**src/rtl/bit_serializer_mlane.sv**
```systemverilog
// Multi-lane bit serializer: snapshots a per-lane bit array on start and shifts
// it out one bit per synchronized clk_data rising edge, ascending or descending.
module bit_serializer_mlane #(
  parameter int BIT_CHIP  = 6,
  parameter int NODE      = 16,
  parameter int LANES     = 2,
  parameter int FRAME_LEN = BIT_CHIP * NODE,
  parameter int CNT_W     = $clog2(FRAME_LEN)
) (
  input  logic                       clk_main,
  input  logic                       clr,
  input  logic                       clk_data,
  input  logic                       start,
  input  logic                       abort,
  input  logic                       msb_first,
  input  logic                       continuous,
  input  logic [LANES*FRAME_LEN-1:0] array_in,
  output logic [LANES-1:0]           data_out,
  output logic                       busy,
  output logic                       frame_done,
  output logic [CNT_W-1:0]           bit_cnt
);

  localparam logic [CNT_W-1:0] LAST = CNT_W'(FRAME_LEN - 1);

  typedef enum logic [1:0] {IDLE, ARM, SHIFT} state_t;

  state_t                     state, state_n;
  logic                       s1, s2, s3, edge_q;
  logic [LANES*FRAME_LEN-1:0] snap, snap_n;
  logic                       mode_r, mode_n;
  logic [CNT_W-1:0]           cnt_n, idx;
  logic [LANES-1:0]           dout_n, seq_bits;
  logic                       done_n;
  logic [FRAME_LEN-1:0]       lane_v;

  // Edge pulse is registered so the bit lands on the 4th clk_main edge.
  always_ff @(posedge clk_main or posedge clr) begin
    if (clr) begin
      s1     <= 1'b0;
      s2     <= 1'b0;
      s3     <= 1'b0;
      edge_q <= 1'b0;
    end else begin
      s1     <= clk_data;
      s2     <= s1;
      s3     <= s2;
      edge_q <= s2 & ~s3;
    end
  end

  always_ff @(posedge clk_main or posedge clr) begin
    if (clr) state <= IDLE;
    else     state <= state_n;
  end

  always_comb begin
    state_n  = state;
    snap_n   = snap;
    mode_n   = mode_r;
    cnt_n    = bit_cnt;
    dout_n   = data_out;
    done_n   = 1'b0;
    lane_v   = '0;
    seq_bits = '0;
    idx      = mode_r ? (LAST - bit_cnt) : bit_cnt;
    for (int unsigned k = 0; k < LANES; k++) begin
      lane_v      = snap[k*FRAME_LEN +: FRAME_LEN];
      seq_bits[k] = lane_v[idx];
    end

    if (abort) begin
      state_n = IDLE;
      dout_n  = '0;
      cnt_n   = '0;
    end else begin
      case (state)
        IDLE: begin
          if (start) begin
            snap_n  = array_in;
            mode_n  = msb_first;
            cnt_n   = '0;
            state_n = ARM;
          end
        end
        ARM, SHIFT: begin
          if (edge_q) begin
            dout_n = seq_bits;
            if (bit_cnt == LAST) begin
              done_n = 1'b1;
              cnt_n  = '0;
              if (continuous) begin
                snap_n  = array_in;
                mode_n  = msb_first;
                state_n = ARM;
              end else begin
                state_n = IDLE;
              end
            end else begin
              cnt_n   = bit_cnt + 1'b1;
              state_n = SHIFT;
            end
          end
        end
        default: state_n = IDLE;
      endcase
    end
  end

  always_ff @(posedge clk_main or posedge clr) begin
    if (clr) begin
      snap       <= '0;
      mode_r     <= 1'b0;
      bit_cnt    <= '0;
      data_out   <= '0;
      frame_done <= 1'b0;
    end else begin
      snap       <= snap_n;
      mode_r     <= mode_n;
      bit_cnt    <= cnt_n;
      data_out   <= dout_n;
      frame_done <= done_n;
    end
  end

  assign busy = (state != IDLE);

endmodule

```
**config.mk**
```make
export PLATFORM = sky130hd
export DESIGN_NAME = bit_serializer_mlane
export DESIGN_NICKNAME = d
export VERILOG_FILES = /design/src/rtl/bit_serializer_mlane.sv
export SDC_FILE = /design/constraint.sdc
export NUM_CORES = 1
export LEC_CHECK = 0
export ABC_AREA = 1
export BUFFER_PORTS_ARGS = -buffer_cell sky130_fd_sc_hd__clkbuf_2
export CORE_UTILIZATION = 59
export DETAILED_ROUTE_END_ITERATION = 10
export GPL_TIMING_DRIVEN = 0
export HOLD_SLACK_MARGIN = 0.06
export PLACE_DENSITY = 0.85
export SLEW_MARGIN = 0
export SYNTH_ARGS = -nofsm -noshare
export SYNTH_HDL_FRONTEND = slang
export SYNTH_SLANG_ARGS = --single-unit
```
**constraint.sdc**
```tcl
create_clock -name clk_main -period 14.6 [get_ports clk_main]
set_input_delay 0.73 -clock clk_main [delete_from_list [all_inputs] [get_ports clk_main]]
set_output_delay 0.73 -clock clk_main [all_outputs]
set_load 0.02 [all_outputs]
```
Word-level counts from Yosys, hierarchy flattened
Index checks and enable logic that the tools add are counted.
Widths: inputs -> output; s select.
{ "word_totals": {"regBits": 209, "in_bits": 199, "wordCells": 69} }
{ "op_classes": {"n_addsub": 2, "order_cmp": 1, "n_eq_ne": 9, "muxes": 33, "bitwise_logic": 3, "reduce_logical": 11} }
{ "ops": {"columns": ["operator", "n"], "rows": [
  ["$mux 192", 4],
  ["$pmux 192 s2", 1],
  ["$mux 7", 5],
  ["$bmux 1 s7", 2],
  ["$mux 2", 7],
  ["$pmux 7 s2", 1],
  ["$mux 1", 11],
  ["$lt 7x8->1 const B", 1],
  ["$ne 2x2->1 const B", 4],
  ["$reduce_bool 2->1", 4],
  ["$add 7x1->7 const B", 1],
  ["$eq 7x7->1 const B", 1],
  ["$sub 7x7->7 const A", 1],
  ["$ne 3x3->1 const B", 2],
  ["$reduce_and 6->1", 1],
  ["$pmux 2 s2", 1],
  ["$reduce_and 2->1", 2],
  ["$reduce_and 3->1", 1],
  ["$reduce_bool 3->1", 1],
  ["$eq 2x1->1 const B", 1],
  ["$eq 2x2->1 const B", 1],
  ["$logic_not 2->1", 1],
  ["$not 1->1", 2],
  ["$pmux 1 s2", 1],
  ["other kinds (2)", 2]
]} }

Longest topological paths before layout
Gate-level depths: netlist (run 1).
{ "depth": {"word_depth": 7, "depth_mapped": 16} }

Worst setup path after synthesis (run 1)
No wires, ideal clock.
{ "synth_path": {"path_type": "register -> register", "start": "register bit_cnt[1]", "end": "register snap[41]", "t_arrival_ns": 1.993, "required_ns": 14.472, "setup_slack_ns": 12.479, "path_stages_with_launch": 10, "path_buffers": 2, "synth_period_minus_slack_ns": 2.121, "cell_sequence": "dfrtp_1 ha_1 nand3_1 nor2_2 nand2_1 nor3_2 o221ai_2 buf_6 buf_6 mux2_1"} }
{ "synth_between": {"elab_chain_len": 3} }
{ "synth_rtl": {"columns": ["item", "line_no", "rtl"], "rows": [
  ["start: declaration", "21", "output logic [CNT_W-1:0] bit_cnt"],
  ["start signal: assignment", "120", "bit_cnt <= cnt_n;"],
  ["$eq 7x7->1", "89", "if (bit_cnt == LAST) begin"],
  ["$ne 2x2->1 (no source line)", null, null],
  ["$reduce_and 6->1 (no source line)", null, null],
  ["end signal: assignment", "118", "snap <= snap_n;"],
  ["end: declaration", "30", "logic [LANES*FRAME_LEN-1:0] snap, snap_n;"]
]} }
Every way passes these cells.
A chain may end at the register's enable or synchronous reset.

Worst setup path in the final report (run 1)
{ "layout_path": {"start": "register mode_r", "end": "register data_out[1]"} }
{ "layout_between": {"elab_chain_len": 6} }
{ "layout_rtl": {"columns": ["item", "line_no", "rtl"], "rows": [
  ["start: declaration", "31", "logic mode_r, mode_n;"],
  ["start signal: assignment", "119", "mode_r <= mode_n;"],
  ["$mux 7", "66", "idx = mode_r ? (LAST - bit_cnt) : bit_cnt;"],
  ["$bmux 1 s7", "69", "seq_bits[k] = lane_v[idx];"],
  ["$mux 1 (not written as such)", "69", null],
  ["$mux 2", "87", "if (edge_q) begin"],
  ["$mux 2", "77", "case (state)"],
  ["$mux 2", "72", "if (abort) begin"],
  ["end signal: assignment", "121", "data_out <= dout_n;"],
  ["end: declaration", "18", "output logic [LANES-1:0] data_out,"]
]} }
Every way passes these cells. The select of a mux whose other input is x is not followed.

==> results.md, run 1 <==
- Initial DRC Count: 684
- DRC: 0
- DR vias/cell: 5.78
- Port bufs: roughly 210
- Post-route antenna net violation count: 0
- Max_slew headroom: 0.320
- Final-stage net count: 1395
- Max-Cap Viols: 0
- CP Max Fanout: 10
- Post-CTS Setup Inserts: 0
- Slowest cell on crit path: buf_1
- Period minus WS final: 2690 ps
- Post-synth top area share: 0.497
- Cell Area, Synth: between 0.01 and 0.015 mm^2
- Largest net degree at the start of global routing: 121
- Register area share after synthesis: 0.497
- CP max stage delay: between 400 and 500 ps
- Outcome: finished, final reports clean
- Clk buf depth: 3
- Clock latency on the worst-skew pair: 500 ps
- Syn Area/Cell: ~11 um^2
- Antenna diodes: 0
- Max Slew Vio Count: 0
- Vias in the first global route: 8520
- Ranking of synthesized cells by area: dfrtp_1 50%, mux2_4 21%, nand3_1 8.6%, nand2_1 7.4%, mux2_2 3.5%
- RR Startpoint: mode_r
- F_max: 372 MHz
- Total power: about 0.0033 W
- CTS Root Buffer Type: clkbuf_16
- Period utilization: 0.184
- Worst-Margin Slew: ~1000 ps
- Worst Setup SP: mode_r
- Share of post-route cells with drive strength above 1: 0.390
- Unique masters post-synth: 29
- Initial antenna violation count: 0
- Pwr Density: roughly 260 mW/mm^2
- Chip height: 136 um
- GRT overflow: 0
- Setup crit end kind: flip-flop
- Depth of the CTS H-tree: 1
- RSZ-0062 raised after global routing: false
- Ports: 210
- Hold Path Class: input port to asynchronous set/reset pin
- Synth warn: 0
- Post-DP HPWL: 20800 um
- Gate Count Post-Synth: roughly 960
- Post-CTS resize count: 0
- Synth Register Bits: 209
- Final setup violation count: 0
- Cell row count: 48
- CTS tree: built
- Worst EP required: approximately 15000 ps
- Register clock-pin slew on the reported worst setup and hold paths: 60 ps
- Die area: 0.0184 mm^2
- Area grow syn2layout: 20.0%
- Final hold violation count: 0
- Global Route Usage Sum: 0.333
- Footprint of the multi-input gates: around 0.0048 mm^2
- Crit path cell chain: buf_4 -> xnor2_2 -> inv_1 -> buf_1 -> nand3_1 -> nand3_1 -> a21oi_1 -> o21ai_0 -> nand2_1 -> nand2_1
- Final Skew: 8.03 ps
- Routed via count: 8268
- First-pass GRT wire length: 46100 um
- Startpoint types: flip-flop
- Initial Util: 0.606
- Die width: 136 um
- Crit Path Category: flip-flop to flip-flop
- Yosys top cell by area: dfrtp_1
- Fillers: between 1k and 1.5k
- Final GP Congestion: about 0.87
- Leakage: 6.53 nW
- First-pass detailed-route iteration total: 5
- Critical path arrival: 3080 ps
- Cts bufs inserted: 23
- Crit-path leading delay family: buffers and inverters
- WL final: 29700 um
- # hold bufs at CTS: 0
- DR WL/cell: 20.7 um
- Most frequent cells in the layout: 209 x dfrtp_1, 209 x clkbuf_2, 208 x nand2_1, 181 x nand3_1, 145 x mux2_4
- Worst Path Buf+Inv: 3
- TritonCTS Sinks: 209
- Net Count, Synth: around 1.2k
- Setup_tns: 0 ps
- Peak VDD IR: 0.172 mV
- FF+latch area: 0.00523 mm^2
- Core box area: 0.0174 mm^2
- Worst R2R Setup Slack: 11910 ps
[sequential cells by signal, summed over array words and instances (netlist names)]
| signal | flops |
|---|---|
| snap | 192 |
| bit_cnt | 7 |
| data_out | 2 |
| state | 2 |
| edge_q | 1 |
| frame_done | 1 |
| mode_r | 1 |
| s1 | 1 |
| s2 | 1 |
| s3 | 1 |
[worst paths after layout]
path	endpoint	depth (start not counted)
max	data_out[1]	10
max in group asynchronous	snap[120]	3
min in group clk_main	s1	1
min	snap[176]	2
min reg2reg	s2	0
max reg2reg	data_out[1]	10
[power breakdown]
part           total (W)  internal, W  switching, W
clock           0.000578     0.000344      0.000234
sequential       0.00104     0.000869      0.000174
combinational    0.00172     0.000814      0.000909
[worst reg2reg max path, cell delays in order, from the launching register on]
cell and delay (ps):
dfrtp_1 360, buf_4 180, xnor2_2 370, inv_1 220, buf_1 420, nand3_1 220
nand3_1 120, a21oi_1 360, o21ai_0 150, nand2_1 100, nand2_1 60
[area by class of cell]
cell class / instances / area share
Tap cell: 225 / 0.0223
Sequential cell: 209 / 0.414
Inverter: 30 / 0.00952
Clock buffer: 31 / 0.0511
Clock inverter: 8 / 0.00743
Timing Repair Buffer: 210 / 0.0850
Buffer: 60 / 0.0308
Multi-Input combinational cell: 658 / 0.379
[layer usage]
metal / GRT usage / part of all wire / wire (um) / vias to the layer above
li1: - / - / - / 3720
met1: 0.440 / 0.41 / 12200 / 4039
met2: 0.540 / 0.47 / 14000 / 426
met3: 0.0655 / 0.079 / 2360 / 83
met4: 0.131 / 0.037 / 1100 / 0
met5: 0 / 0 / 0 / -
[synthesized netlist by cell type]
library cell  number
nand4_1            2
xor2_1             1
clkbuf_1          14
mux2_2            33
nor4_1             1
nor2_2             1
o211ai_1           8
buf_1              4
nor3b_1            1
nor2_1            29
nand2_1          208
buf_4              2
o221ai_2           1
xnor2_2            1
mux2_1             5
buf_6             17
a31oi_1            2
mux2_4           145
xnor2_1            3
inv_1             30
o31ai_1            1
ha_1               4
dfrtp_1          209
nor3_1             5
nor3_2             1
a21oi_1           17
o21ai_0            8
buf_2             23
nand3_1          181
[cell families after synthesis]
group,after synthesis,synth area share
AND/OR/NAND/NOR,429,0.177
multiplexers,183,0.248
buffers and inverters,90,0.0477
flip-flops,209,0.497
AO/OA/AOI/OAI,37,0.0209
adder cells (fa/ha/maj),4,0.00476
XOR/XNOR,5,0.00488
[metrics by stage]
stage	utilization	cells	instance area (um^2)	hold WS (ps)	worst slack (ps)
global route	0.727	1431	12600	327	11750
CTS	0.727	1431	12600	328	11950
detailed placement	0.685	1392	11900	337	12000
global placement	0.683	1391	11800	332	5960
floorplan	-	957	10500	331	8160
finish	0.727	1431	12600	313	11910
No activity file was read; power rests on OpenSTA's default activity.
==> run 2, diff against run 1 <==
--- a/config.mk
+++ b/config.mk
@@ -7,11 +7,11 @@
 export LEC_CHECK = 0
 export ABC_AREA = 1
 export BUFFER_PORTS_ARGS = -buffer_cell sky130_fd_sc_hd__clkbuf_2
-export CORE_UTILIZATION = 59
+export CORE_UTILIZATION = 56
 export DETAILED_ROUTE_END_ITERATION = 10
 export GPL_TIMING_DRIVEN = 0
 export HOLD_SLACK_MARGIN = 0.06
-export PLACE_DENSITY = 0.85
+export PLACE_DENSITY = 0.81
 export SLEW_MARGIN = 0
 export SYNTH_ARGS = -nofsm -noshare
 export SYNTH_HDL_FRONTEND = slang
==> constraint.sdc (replaced) <==
create_clock -name clk_main -period 2.6 [get_ports clk_main]
set_input_delay 0.13 -clock clk_main [delete_from_list [all_inputs] [get_ports clk_main]]
set_output_delay 0.13 -clock clk_main [all_outputs]
set_load 0.02 [all_outputs]
==> run 2 against run 1 <==
The flow now finishes with violations (DRC). Non-clock buffer count increased by 201. Clock-buffer cell count up 3. Register-to-register slack lost 12000 ps. Cell count is 15% higher. Clock skew is 5.4 ps higher. Via count up 17%. Routed wire length increased by 30%. Core utilization grew 8.0 points. Global-route usage grew 6.8 points. Largest power group unchanged. Highest routed layer unchanged.
==> results.md, run 2 (same netlist as run 1, synthesis figures left out) <==
- Outcome: finished, violations left
- Failing checks: DRC
- First-pass GRT wire length: 58700 um (+27%)
- Max-Cap Viols: 0 (unchanged)
- Dpl ws: -44.9 ps (-12050 ps)
- Hold Slack: 121 ps (-192 ps)
- Final Skew: 13.4 ps (+5.39 ps)
- First-pass detailed-route iteration total: 10 (+5)
- Core box area: 0.0182 mm^2 (+4.9%)
- Max Slew Vio Count: 0 (unchanged)
- WL final: 38500 um (+30%)
- Clock latency on the worst-skew pair: 510 ps (about the same)
- Global Route Usage Sum: 0.401 (+0.0685)
- Period utilization: 0.992 (+0.808)
- Largest net degree at the start of global routing: 44 (-64%)
- CTS tree: built
- Sw frac: 0.411 (+0.0173)
- GRT overflow: 0 (unchanged)
- Post-route antenna net violation count: 0 (unchanged)
- RSZ-0062 raised after global routing: true
- Post-CTS Setup Inserts: 0 (unchanged)
- CTS Root Buffer Type: clkbuf_16
- Most frequent cells in the layout: 215 x clkbuf_2, 209 x dfrtp_1, 208 x nand2_1, 197 x dlygate4sd3_1, 181 x nand3_1
- F_max: 388 MHz (+4.3%)
- Cell row count: 49 (+2.1%)
- Ports: 210 (unchanged)
- Clk buf depth: 3 (unchanged)
- Max_slew headroom: 0.110 (-0.210)
- Commonest non-fill, non-tap cell in the layout: clkbuf_2
- DR vias/cell: 5.93 (+2.6%)
- Switch Pwr: 0.00811 W (+520%)
- Largest Register: snap
- Hold Path Class: input port to flip-flop
- Chip height: 139 um (+2.6%)
- Setup crit end kind: flip-flop
- Initial DRC Count: 991 (+45%)
- Sequential share of power: 0.304 (-0.008)
- Comb pwr share: 0.529 (+0.014)
- Post-DP HPWL: 21100 um (+1.5%)
- Depth of the CTS H-tree: 1 (unchanged)
- Crit path cell chain: buf_4 -> xnor2_1 -> inv_1 -> nand2_1 -> nor2_1 -> nor2_1 -> nor2_1 -> nand2_1 -> nand2_1
- Setup ws final: 20.2 ps (-11890 ps)
- DRC: 13 (+13)
- Critical path arrival: 2980 ps (-100 ps)
- TritonCTS Sinks: 209 (unchanged)
- Die width: 139 um (+2.6%)
- Crit-path leading delay family: XOR/XNOR gates
- Number of flip-flops in the largest register: 192 (unchanged)
- Final setup violation count: 0 (unchanged)
- Crit Path Category: flip-flop to flip-flop
- Total power: 0.0197 W (+490%)
- Final-stage net count: 1596 (+14%)
- Die area: 0.0193 mm^2 (+5.3%)
- Vias in the first global route: 10.5k (+24%)
- Peak VDD IR: 0.681 mV (+300%)
- Initial antenna violation count: 3 (+3)
- Area grow syn2layout: 39.8%
- Leakage: 7.40 nW (+13%)
- Clock share of power: 0.167 (-0.006)
- CP max stage delay: 1030 ps (+610 ps)
- Startpoint types: flip-flop
- Final hold violation count: 0 (unchanged)
- Port bufs: 209 (unchanged)
- Slowest cell on crit path: xnor2_1
- Initial Util: 0.578 (-0.0284)
- Routed via count: 9713 (+17%)
- Cts bufs inserted: 23 (unchanged)
- Pwr Density: 1340 mW/mm^2 (+410%)
- Share of post-route cells with drive strength above 1: 0.343 (-0.0471)
- CP Max Fanout: 10 (unchanged)
- Period minus WS final: 2580 ps (-111 ps)
- Final GP Congestion: 0.878 (+0.52%)
- Worst EP required: 3000 ps (-11990 ps)
- Register clock-pin slew on the reported worst setup and hold paths: 60 ps (about the same)
- Final Util: 0.808 (+0.0804)
- Worst Path Buf+Inv: 2 (-1)
- Internal power: 0.0116 W (+470%)
- Worst-Margin Slew: 1330 ps (+313 ps)
- DR WL/cell: 23.5 um (+13%)
- Regs by FF count: snap: 192 flops, bit_cnt: 7 flops
## run 2: changes by cell type in the layout (fill, tap and decap cells not counted), sizes merged
cell | before | now
dlygate4sd3 | 0 | 197
clkinvlp | 0 | 1
clkinv | 6 | 3
bufinv | 2 | 1
clkbuf | 254 | 261
diode | 0 | 3
## run 2: stage by stage
stage          setup TNS (ps)  cell area, um^2  instances
5_1_grt                 -29.5            14700       1639
2_1_floorplan          -51040            10500        957
6_report                    0            14700       1639
4_1_cts                     0            14700       1636
3_3_place_gp          -311670            11900       1395
3_5_place_dp            -44.9            12000       1400
## run 2: metal layers
metal  part of all wire  up-vias  wire, um  global-route usage
met2               0.49      680     18800               0.688
met1               0.36     4716     14000               0.473
met3              0.087      189      3370              0.0753
met5                  0        -         0                   0
li1                   -     4128         -                   -
met4              0.061        0      2350               0.237
## run 2: worst reg2reg max path, cell delays in order (launching register included)
cell and delay [ps]:
dfrtp_1 360, buf_4 190, xnor2_1 1030, inv_1 320
nand2_1 150, nor2_1 50, nor2_1 180, nor2_1 80
nand2_1 70, nand2_1 50
## run 2: power groups by stage
stage / Sequential (W) / Clock [W] / Combinational, W
final: 0.00599 / 0.00329 / 0.0104
after global routing: 0.00608 / 0.00339 / 0.0110
after CTS: 0.00580 / 0.00325 / 0.00982
after detailed placement: 0.00580 / 0 / 0.00951
after global placement: 0.00575 / 0 / 0.00926
after floorplan: 0.00554 / 0 / 0.00728
## run 2: final timing paths
kind	start	end	slack, ps	depth (start not counted)
min in group asynchronous	clr	snap[175]	260	3
hold reg to reg	s1	s2	350	0
hold / removal	start	state[0]	120	6
setup reg to reg	mode_r	data_out[0]	20	9
max in group asynchronous	clr	snap[26]	1430	5
setup / recovery	mode_r	data_out[0]	20	9
## run 2: cell type report
cell class,instances,area [um^2]
diodes,3,7.51
plain buffers,60,403
clock buffers,34,687
clock inverters,5,53.8
fillers,1016,3500
inverters,30,116
multi-input cells,658,4800
flip-flops and latches,209,5230
well taps,229,287
repair buffers,411,3120
## run 2: timing repair
action,CTS,global route
hold buffers,197,0
endpoints found under the setup margin,1,12
hold endpoints to repair,225,0
gates resized for setup,1,14
